==> config.mk <==
export PLATFORM = sky130hd
export DESIGN_NAME = team_06_echo_history_buffer
export DESIGN_NICKNAME = d
export VERILOG_FILES = /design/src/rtl/team_06_echo_history_buffer_pkg.sv /design/src/rtl/team_06_echo_history_buffer.sv
export SDC_FILE = /design/constraint.sdc
export NUM_CORES = 1
export LEC_CHECK = 0
export BUFFER_PORTS_ARGS = -buffer_cell sky130_fd_sc_hd__buf_4
export CAP_MARGIN = 15
export CORE_ASPECT_RATIO = 1.1
export CORE_UTILIZATION = 28
export DETAILED_ROUTE_END_ITERATION = 8
export GPL_TIMING_DRIVEN = 0
export REMOVE_ABC_BUFFERS = 1
export SLEW_MARGIN = 15
export SYNTH_ARGS = -nofsm -noshare
export SYNTH_HDL_FRONTEND = slang
export SYNTH_SLANG_ARGS = --single-unit
==> constraint.sdc <==
create_clock -name clk -period 3.13 [get_ports clk]
set_clock_uncertainty 0.2 [all_clocks]
set_input_delay 0.313 -clock clk [delete_from_list [all_inputs] [get_ports clk]]
set_output_delay 0.313 -clock clk [all_outputs]
set_load 0.01 [all_outputs]
==> src/rtl/team_06_echo_history_buffer_pkg.sv <==
// team_06_pkg: shared state encoding and geometry of the echo sample-history ring.
package team_06_pkg;
    localparam int ECHO_HIST_DEPTH  = 8192;
    localparam int ECHO_HIST_ADDR_W = 13;
    typedef enum logic [1:0] {IDLE, WRITE, READ, ZERO} echo_hist_state_t;
endpackage

==> src/rtl/team_06_echo_history_buffer.sv <==
// team_06_echo_history_buffer: owns the SRAM history ring (write pointer, pending requests, port arbitration).
// Define TEAM_06_ECHO_HIST_ZERO_FILL_EN to return 0 for reads of never-written slots.
module team_06_echo_history_buffer
    import team_06_pkg::*;
#(
    parameter int DEPTH  = ECHO_HIST_DEPTH,
    parameter int ADDR_W = ECHO_HIST_ADDR_W,
    parameter int DATA_W = 8
) (
    input  logic              clk,
    input  logic              rst,
    input  logic              sample_valid,
    input  logic [DATA_W-1:0] save_audio,
    input  logic              search,
    input  logic [ADDR_W-1:0] offset,
    output logic [DATA_W-1:0] past_output,
    output logic              past_valid,
    output logic              overrun,
    output logic              mem_req,
    output logic              mem_we,
    output logic [ADDR_W-1:0] mem_addr,
    output logic [DATA_W-1:0] mem_wdata,
    input  logic [DATA_W-1:0] mem_rdata,
    input  logic              mem_ack
);
    echo_hist_state_t  r_state, w_next;
    logic              r_wr_pend, r_rd_pend, r_ovr, r_req, r_we, r_pv;
    logic [DATA_W-1:0] r_wbuf, r_wdata, r_past;
    logic [ADDR_W-1:0] r_off, r_wr_ptr, r_addr;
    logic              w_wr_pend, w_rd_pend, w_wr_done, w_rd_done, w_zero, w_req, w_pv;
    logic [DATA_W-1:0] w_wbuf;
    logic [ADDR_W-1:0] w_off, w_rd_addr;

    // Same-cycle strobes count as pending so the FSM can leave IDLE immediately.
    assign w_wr_pend = r_wr_pend | sample_valid;
    assign w_rd_pend = r_rd_pend | search;
    assign w_wbuf    = sample_valid ? save_audio : r_wbuf;
    assign w_off     = search ? offset : r_off;
    assign w_rd_addr = r_wr_ptr - w_off;
    assign w_wr_done = (r_state == WRITE) && mem_ack;
    assign w_rd_done = (r_state == READ) && mem_ack;

`ifdef TEAM_06_ECHO_HIST_ZERO_FILL_EN
    localparam logic [ADDR_W:0] FULL = (ADDR_W+1)'(DEPTH);
    logic [ADDR_W:0] r_fill;
    assign w_zero = ({1'b0, w_off} > r_fill) || (w_off == '0 && r_fill != FULL);
    always_ff @(posedge clk or posedge rst)
        if (rst) r_fill <= '0;
        else if (w_wr_done && r_fill != FULL) r_fill <= r_fill + 1'b1;
`else
    assign w_zero = 1'b0;
`endif

    always_ff @(posedge clk or posedge rst)
        if (rst) r_state <= IDLE;
        else r_state <= w_next;

    always_comb begin
        w_next = r_state;
        if (r_state == IDLE) w_next = w_wr_pend ? WRITE : (w_rd_pend ? (w_zero ? ZERO : READ) : IDLE);
        else if (r_state == ZERO || mem_ack) w_next = IDLE;
    end

    always_comb begin
        w_req = (w_next == WRITE) || (w_next == READ);
        w_pv  = w_rd_done || (r_state == ZERO);
    end

    // Address and data are frozen on leaving IDLE so new strobes cannot disturb a stalled access.
    always_ff @(posedge clk or posedge rst)
        if (rst) begin
            r_req   <= 1'b0;
            r_we    <= 1'b0;
            r_addr  <= '0;
            r_wdata <= '0;
            r_pv    <= 1'b0;
            r_past  <= '0;
        end else begin
            r_req <= w_req;
            r_pv  <= w_pv;
            if (w_pv) r_past <= (r_state == READ) ? mem_rdata : '0;
            if (r_state == IDLE) begin
                r_we    <= w_next == WRITE;
                r_addr  <= (w_next == WRITE) ? r_wr_ptr : w_rd_addr;
                r_wdata <= w_wbuf;
            end
        end

    always_ff @(posedge clk or posedge rst)
        if (rst) begin
            r_wr_pend <= 1'b0;
            r_rd_pend <= 1'b0;
            r_wbuf    <= '0;
            r_off     <= '0;
            r_wr_ptr  <= '0;
            r_ovr     <= 1'b0;
        end else begin
            r_wr_pend <= sample_valid | (r_wr_pend & ~w_wr_done);
            r_rd_pend <= search | (r_rd_pend & ~w_pv);
            if (sample_valid) r_wbuf <= save_audio;
            if (search) r_off <= offset;
            if (w_wr_done) r_wr_ptr <= ADDR_W'((int'(r_wr_ptr) + 1) % DEPTH);
            r_ovr <= r_ovr | (sample_valid & r_wr_pend & ~w_wr_done);
        end

    assign past_output = r_past;
    assign past_valid  = r_pv;
    assign overrun     = r_ovr;
    assign mem_req     = r_req;
    assign mem_we      = r_we;
    assign mem_addr    = r_addr;
    assign mem_wdata   = r_wdata;
endmodule

Yosys cells after proc, flatten, opt, wreduce, memory -nomap -nowiden:

Index checks and enable logic that the tools add are counted.

* bits in writable memories: 0
* register bits after elaboration: 71
* memory bits (read-only): 0
* input port bits: 34
* logic and storage cells: 45
* output and inout port bits: 33
* bits in latches: 0
* memories kept: 0

* div/mod/pow operators: 0
* $lt $le $gt $ge: 0
* bitwise operators: 11
* shifts and indexed selects: 0
* reductions and logical operators: 6
* add/subtract/negate cells: 2
* equality and inequality tests: 5
* multiply operators: 0
* multiplexer cells: 8

Operators with widths (count)
* $mux 13: 2
* $mux 8: 2
* $add 13x1->13 const B: 1
* $sub 13x13->13: 1
* $mux 2: 4
* $eq 2x2->1 const B: 3
* $or 1x1->1: 5
* $and 1x1->1: 4
* $eq 2x1->1 const B: 2
* $logic_or 1x1->1: 3
* $logic_and 1x1->1: 2
* $logic_not 2->1: 1
* $not 1->1: 2

Longest topological paths before layout:

* word-level depth: 6
* depth in mapped cells: 12
* gate-level depth less buffers: 10

Worst setup path before layout:

Ideal clock, no wire load.

* kind: input to register
* start: input search
* end: register r_addr[9], in the netlist mem_addr[9]
* data required time: 2811 ps
* path buffers: 2
* cell stages on the path: 10
* setup slack: 549 ps
* arrival: 2262 ps
* cell sequence: buf_6 buf_2 mux2i_1 ha_1 and2_1 o21ai_1 nand3b_1 a2111oi_0 o311ai_1 o21a_1

* cells in the longest elaborated chain, start to end: 6
* elaborated cells on any way between the ends: 8
* classes of those cells: add/sub (1); eq/ne (1); mux (5); bitwise (1)

Ends and longest elaborated chain
* start, declared: line team_06_echo_history_buffer.sv:14 `input logic search,`
* branches (longest 5 deep; another with $sub 13x13->13)
* $mux 13 (*): line team_06_echo_history_buffer.sv:84 `r_addr <= (w_next == WRITE) ? r_wr_ptr : w_rd_addr;`
* end signal, assigned: line team_06_echo_history_buffer.sv:84
* end, declared: line team_06_echo_history_buffer.sv:29 `logic [ADDR_W-1:0] r_off, r_wr_ptr, r_addr;`

Mark *: on every way between the ends.
A chain may end at the register's enable or synchronous reset.

Worst setup path after layout:

* start: register r_state[1]
* end: register r_addr[12], in the netlist mem_addr[12]

* cells in the longest elaborated chain, start to end: 6
* elaborated cells on any way between the ends: 7
* classes of those cells: eq/ne (2); mux (3); reduce/logical (2)

Ends and longest elaborated chain
* start, declared: line team_06_echo_history_buffer.sv:26 `echo_hist_state_t r_state, w_next;`
* start signal, assigned: line team_06_echo_history_buffer.sv:56 `else r_state <= w_next;`
* $eq 2x2->1: line team_06_echo_history_buffer.sv:61 `else if (r_state == ZERO || mem_ack) w_next = IDLE;`
* $logic_or 1x1->1: line team_06_echo_history_buffer.sv:61
* $mux 2: line team_06_echo_history_buffer.sv:61
* $mux 2: line team_06_echo_history_buffer.sv:60 `if (r_state == IDLE) w_next = w_wr_pend ? WRITE : (w_rd_pend ? (w_zero ? ZERO : READ) : IDLE);`
* $eq 2x1->1: line team_06_echo_history_buffer.sv:84
* $mux 13: line team_06_echo_history_buffer.sv:84

Several ways; a longest one is shown, not always the timed one.

==> results.json <==
{
  "path_cells": "nor4_1 > a21oi_1 > or2_2 > ha_2 > or3_1 > o211ai_2 > xnor2_1 > o21ai_1",
  "leakagePower_uw": 0.00218,
  "place_worst_setup_slack_ns": 0.0615,
  "min_path_type": "in2reg",
  "rsz0062_at_grt": "false",
  "yosysWarnings": 0,
  "drt-wirelength-per-cell_microns": 13.9,
  "p_int_uw": 2270,
  "use_met2_pct": 21.5,
  "vias": 2666,
  "p_sw_uw": 1120,
  "worst_setup_path_end_kind": "flop",
  "crit_cells": 8,
  "die_w_microns": 109,
  "cp_top_family": "simple AND/OR/NAND/NOR gates",
  "fillCellCount": 1212,
  "ant_nets": 0,
  "period_share_pct": 87.8,
  "syn2layout_area_growth_pct": 27.5,
  "syn_area_sq_mm": 0.00353,
  "cap_violations": 0,
  "r2r-start": "r_state[1]",
  "multi_input_area_sq_mm": 0.00161,
  "grtUsageTotal_pct": 13.4,
  "outcome": "completed",
  "ff2ff_setup_slack_ns": 0.38,
  "totalWireLength_mm": 7.93,
  "layout_min_cycle_time_ns": 2.75,
  "final-seq-area_sq_mm": 0.00178,
  "antenna_cells": 0,
  "finalHoldViolCount": 0,
  "die-area_sq_mm": 0.0131,
  "gp_congestion": 0.803,
  "yosysTopAreaCellShare_pct": 50.3,
  "grt_pass1_vias": 2754,
  "core.rowCount": 42,
  "critPathArrivalTime_ns": 2.74,
  "seqPwrFrac_pct": 38.7,
  "tightest_slew_ns": 0.697,
  "synth-edff-count": 0,
  "cts_inserted_buffers": 9,
  "setup_ws_ns": 0.382,
  "finalSetupViolCount": 0,
  "start_util_pct": 29.1,
  "p_clk_share_pct": 28.0,
  "p_sw_share_pct": 33.0,
  "grt_max_degree": 61,
  "clk_pin_slew_worst_paths_ns": 0.06,
  "clockBufferDepth": 2,
  "cp_max_fo": 25,
  "power_uw": 3380,
  "worstReg2RegEnd": "mem_addr[12]",
  "cellPowerDensity_mw_per_mm2": 751,
  "worstSkewPairLatency_ns": 0.33,
  "nets": 462,
  "netlist_top_cells_count": "71 x dfrtp_1, 45 x nand2_1, 24 x inv_1, 20 x nor2_1, 17 x o21ai_0",
  "top_usage_layer": "met2",
  "grt_antenna_before_repair": 0,
  "max_freq_mhz": 364,
  "layout-drive-gt1-share_pct": 24.9,
  "peakVddDrop_v": 0.000268,
  "synthCells": 344,
  "avgViaCountPerCell": 4.67,
  "relSlewSlack_pct": 53.5,
  "grt_use_met3_pct": 3.37,
  "cts_tree": "done",
  "async_flop_share_pct": 100,
  "fin_util_pct": 37.1,
  "ys_ff_latch": 71,
  "worstPathRequired_ns": 3.13,
  "dp.final_hpwl_mm": 5.61,
  "rr_worst_depth": 8,
  "cp_slowest_cell": "dfrtp_1",
  "use_met1_pct": 16.7,
  "synth_most_common_cell": "dfrtp_1",
  "slowest_delay_ns": 0.54,
  "drtIter0Drc": 197,
  "synth_top_area_cell": "dfrtp_1",
  "crit_type": "reg2reg",
  "cts_setup_buffers": 0,
  "htree_levels": 3,
  "holdWs_ns": 0.0133,
  "core_area_sq_mm": 0.0121,
  "drv_slew": 0,
  "synth_flop_cell": "dfrtp_1",
  "critPathLaunchType": "flop",
  "crit_start": "r_state[1]",
  "cts_root_buffer": "clkbuf_16",
  "firstDrtPassIters": 4,
  "cts_sinks": 71,
  "portBuffers": 66,
  "die_h_microns": 120,
  "pwr-share-comb_pct": 33.3,
  "io-pin-count": 67,
  "drc_errors": 0,
  "overflow": 0,
  "critPathBufInv": 0,
  "ys_top_cells_by_area": "dfrtp_1 50%, ha_1 5.3%, nand2_1 4.8%, mux2i_1 4.3%, xnor2_1 3.0%",
  "synth_cell_type_count": 50,
  "syn_avg_cell_area_sq_um": 10.3,
  "crit_path_end": "mem_addr[12]",
  "ys_seq_area_share_pct": 50.3,
  "grt_first_pass_wirelength_mm": 13.3,
  "tns_ns": 0
}
## worst min path at each step
stage                       from  slack, ns  cells after the start             end
CTS                 mem_rdata[0]      0.003                      2  past_output[0]
global route        mem_rdata[0]       0.02                      2  past_output[0]
finish              mem_rdata[0]       0.01                      2  past_output[0]
floorplan                 search       0.21                      1       r_rd_pend
detailed placement           rst       0.05                      2       r_wbuf[3]
global placement         overrun       0.26                      1         overrun
## cell usage in the layout (no fill, tap or decap), types with 2 or more instances in the layout
cell type / synthesis / layout
o21ai_1: 2 / 2
nand2_1: 45 / 45
xor2_1: 6 / 6
clkbuf_8: 0 / 2
a22oi_1: 5 / 5
nand3_1: 2 / 2
o21ai_0: 17 / 17
a21o_1: 2 / 2
and3_1: 6 / 6
or2_2: 5 / 5
clkbuf_1: 9 / 2
dlygate4sd3_1: 0 / 3
o21a_1: 8 / 8
xnor2_1: 12 / 12
and2_1: 3 / 3
o22ai_1: 5 / 5
nor2b_1: 4 / 4
clkinv_2: 0 / 2
a22o_1: 3 / 3
ha_1: 15 / 14
mux2_2: 9 / 9
nor3_1: 6 / 6
nand4_1: 5 / 5
a21oi_1: 15 / 15
inv_1: 24 / 23
or3_1: 2 / 2
clkbuf_16: 0 / 9
nor3b_1: 2 / 2
o31ai_1: 3 / 3
buf_4: 0 / 66
dfrtp_1: 71 / 71
mux2i_1: 15 / 15
nor2_1: 20 / 19
## state kept, by name (all words and copies together) (netlist names), 2 cells and up
signal,count
mem_addr,13
r_off,13
r_wr_ptr,13
mem_wdata,8
past_output,8
r_wbuf,8
r_state,2
## kinds of logic after synthesis
group           share of synthesized area [%]
fa+ha+maj                                5.88
mux                                      7.76
xor+xnor                                 4.47
simple gates                             13.8
compound gates                           13.4
flops                                    50.3
buf+inv                                  4.32
## power by group through the flow
stage / Clock (uW) / Combinational, uW / Sequential (uW)
2_1_floorplan: 0 / 632 / 1360
3_3_place_gp: 0 / 1110 / 1310
3_5_place_dp: 0 / 1140 / 1320
4_1_cts: 977 / 1140 / 1310
5_1_grt: 1010 / 1260 / 1340
6_report: 947 / 1130 / 1310
## layout make-up
cell class | count | share of cell area (%)
multi-input combinational | 235 | 35.7
timing repair buffer | 70 | 12.3
sequential | 71 | 39.5
clock inverter | 3 | 0.389
inverter | 25 | 2.14
clock buffer | 13 | 5.78
tap | 154 | 4.28
## layer usage
layer | part of all wire [%] | up-vias
li1 | - | 1326
met1 | 46 | 1270
met2 | 48 | 58
met3 | 5.0 | 12
met4 | 1.7 | 0
met5 | 0 | -
## worst register-to-register path, stage by stage (launching register included)
cell and delay, ns:
dfrtp_1 0.54, nor4_1 0.35, a21oi_1 0.06, or2_2 0.30, ha_2 0.34, or3_1 0.46
o211ai_2 0.16, xnor2_1 0.14, o21ai_1 0.07
## metrics by stage
| stage | cell area (sq um) | std cells |
|---|---|---|
| floorplan | 3470 | 331 |
| global placement | 4160 | 551 |
| detailed placement | 4190 | 552 |
| CTS | 4500 | 571 |
| global route | 4500 | 571 |
| finish | 4500 | 571 |
## timing repair
item	4_1_cts	5_1_grt
hold buffers	3	0
resized for setup	0	1
endpoints found under the setup margin	0	1
endpoints found under the hold margin	24	0
No activity file was read; power rests on OpenSTA's default activity.
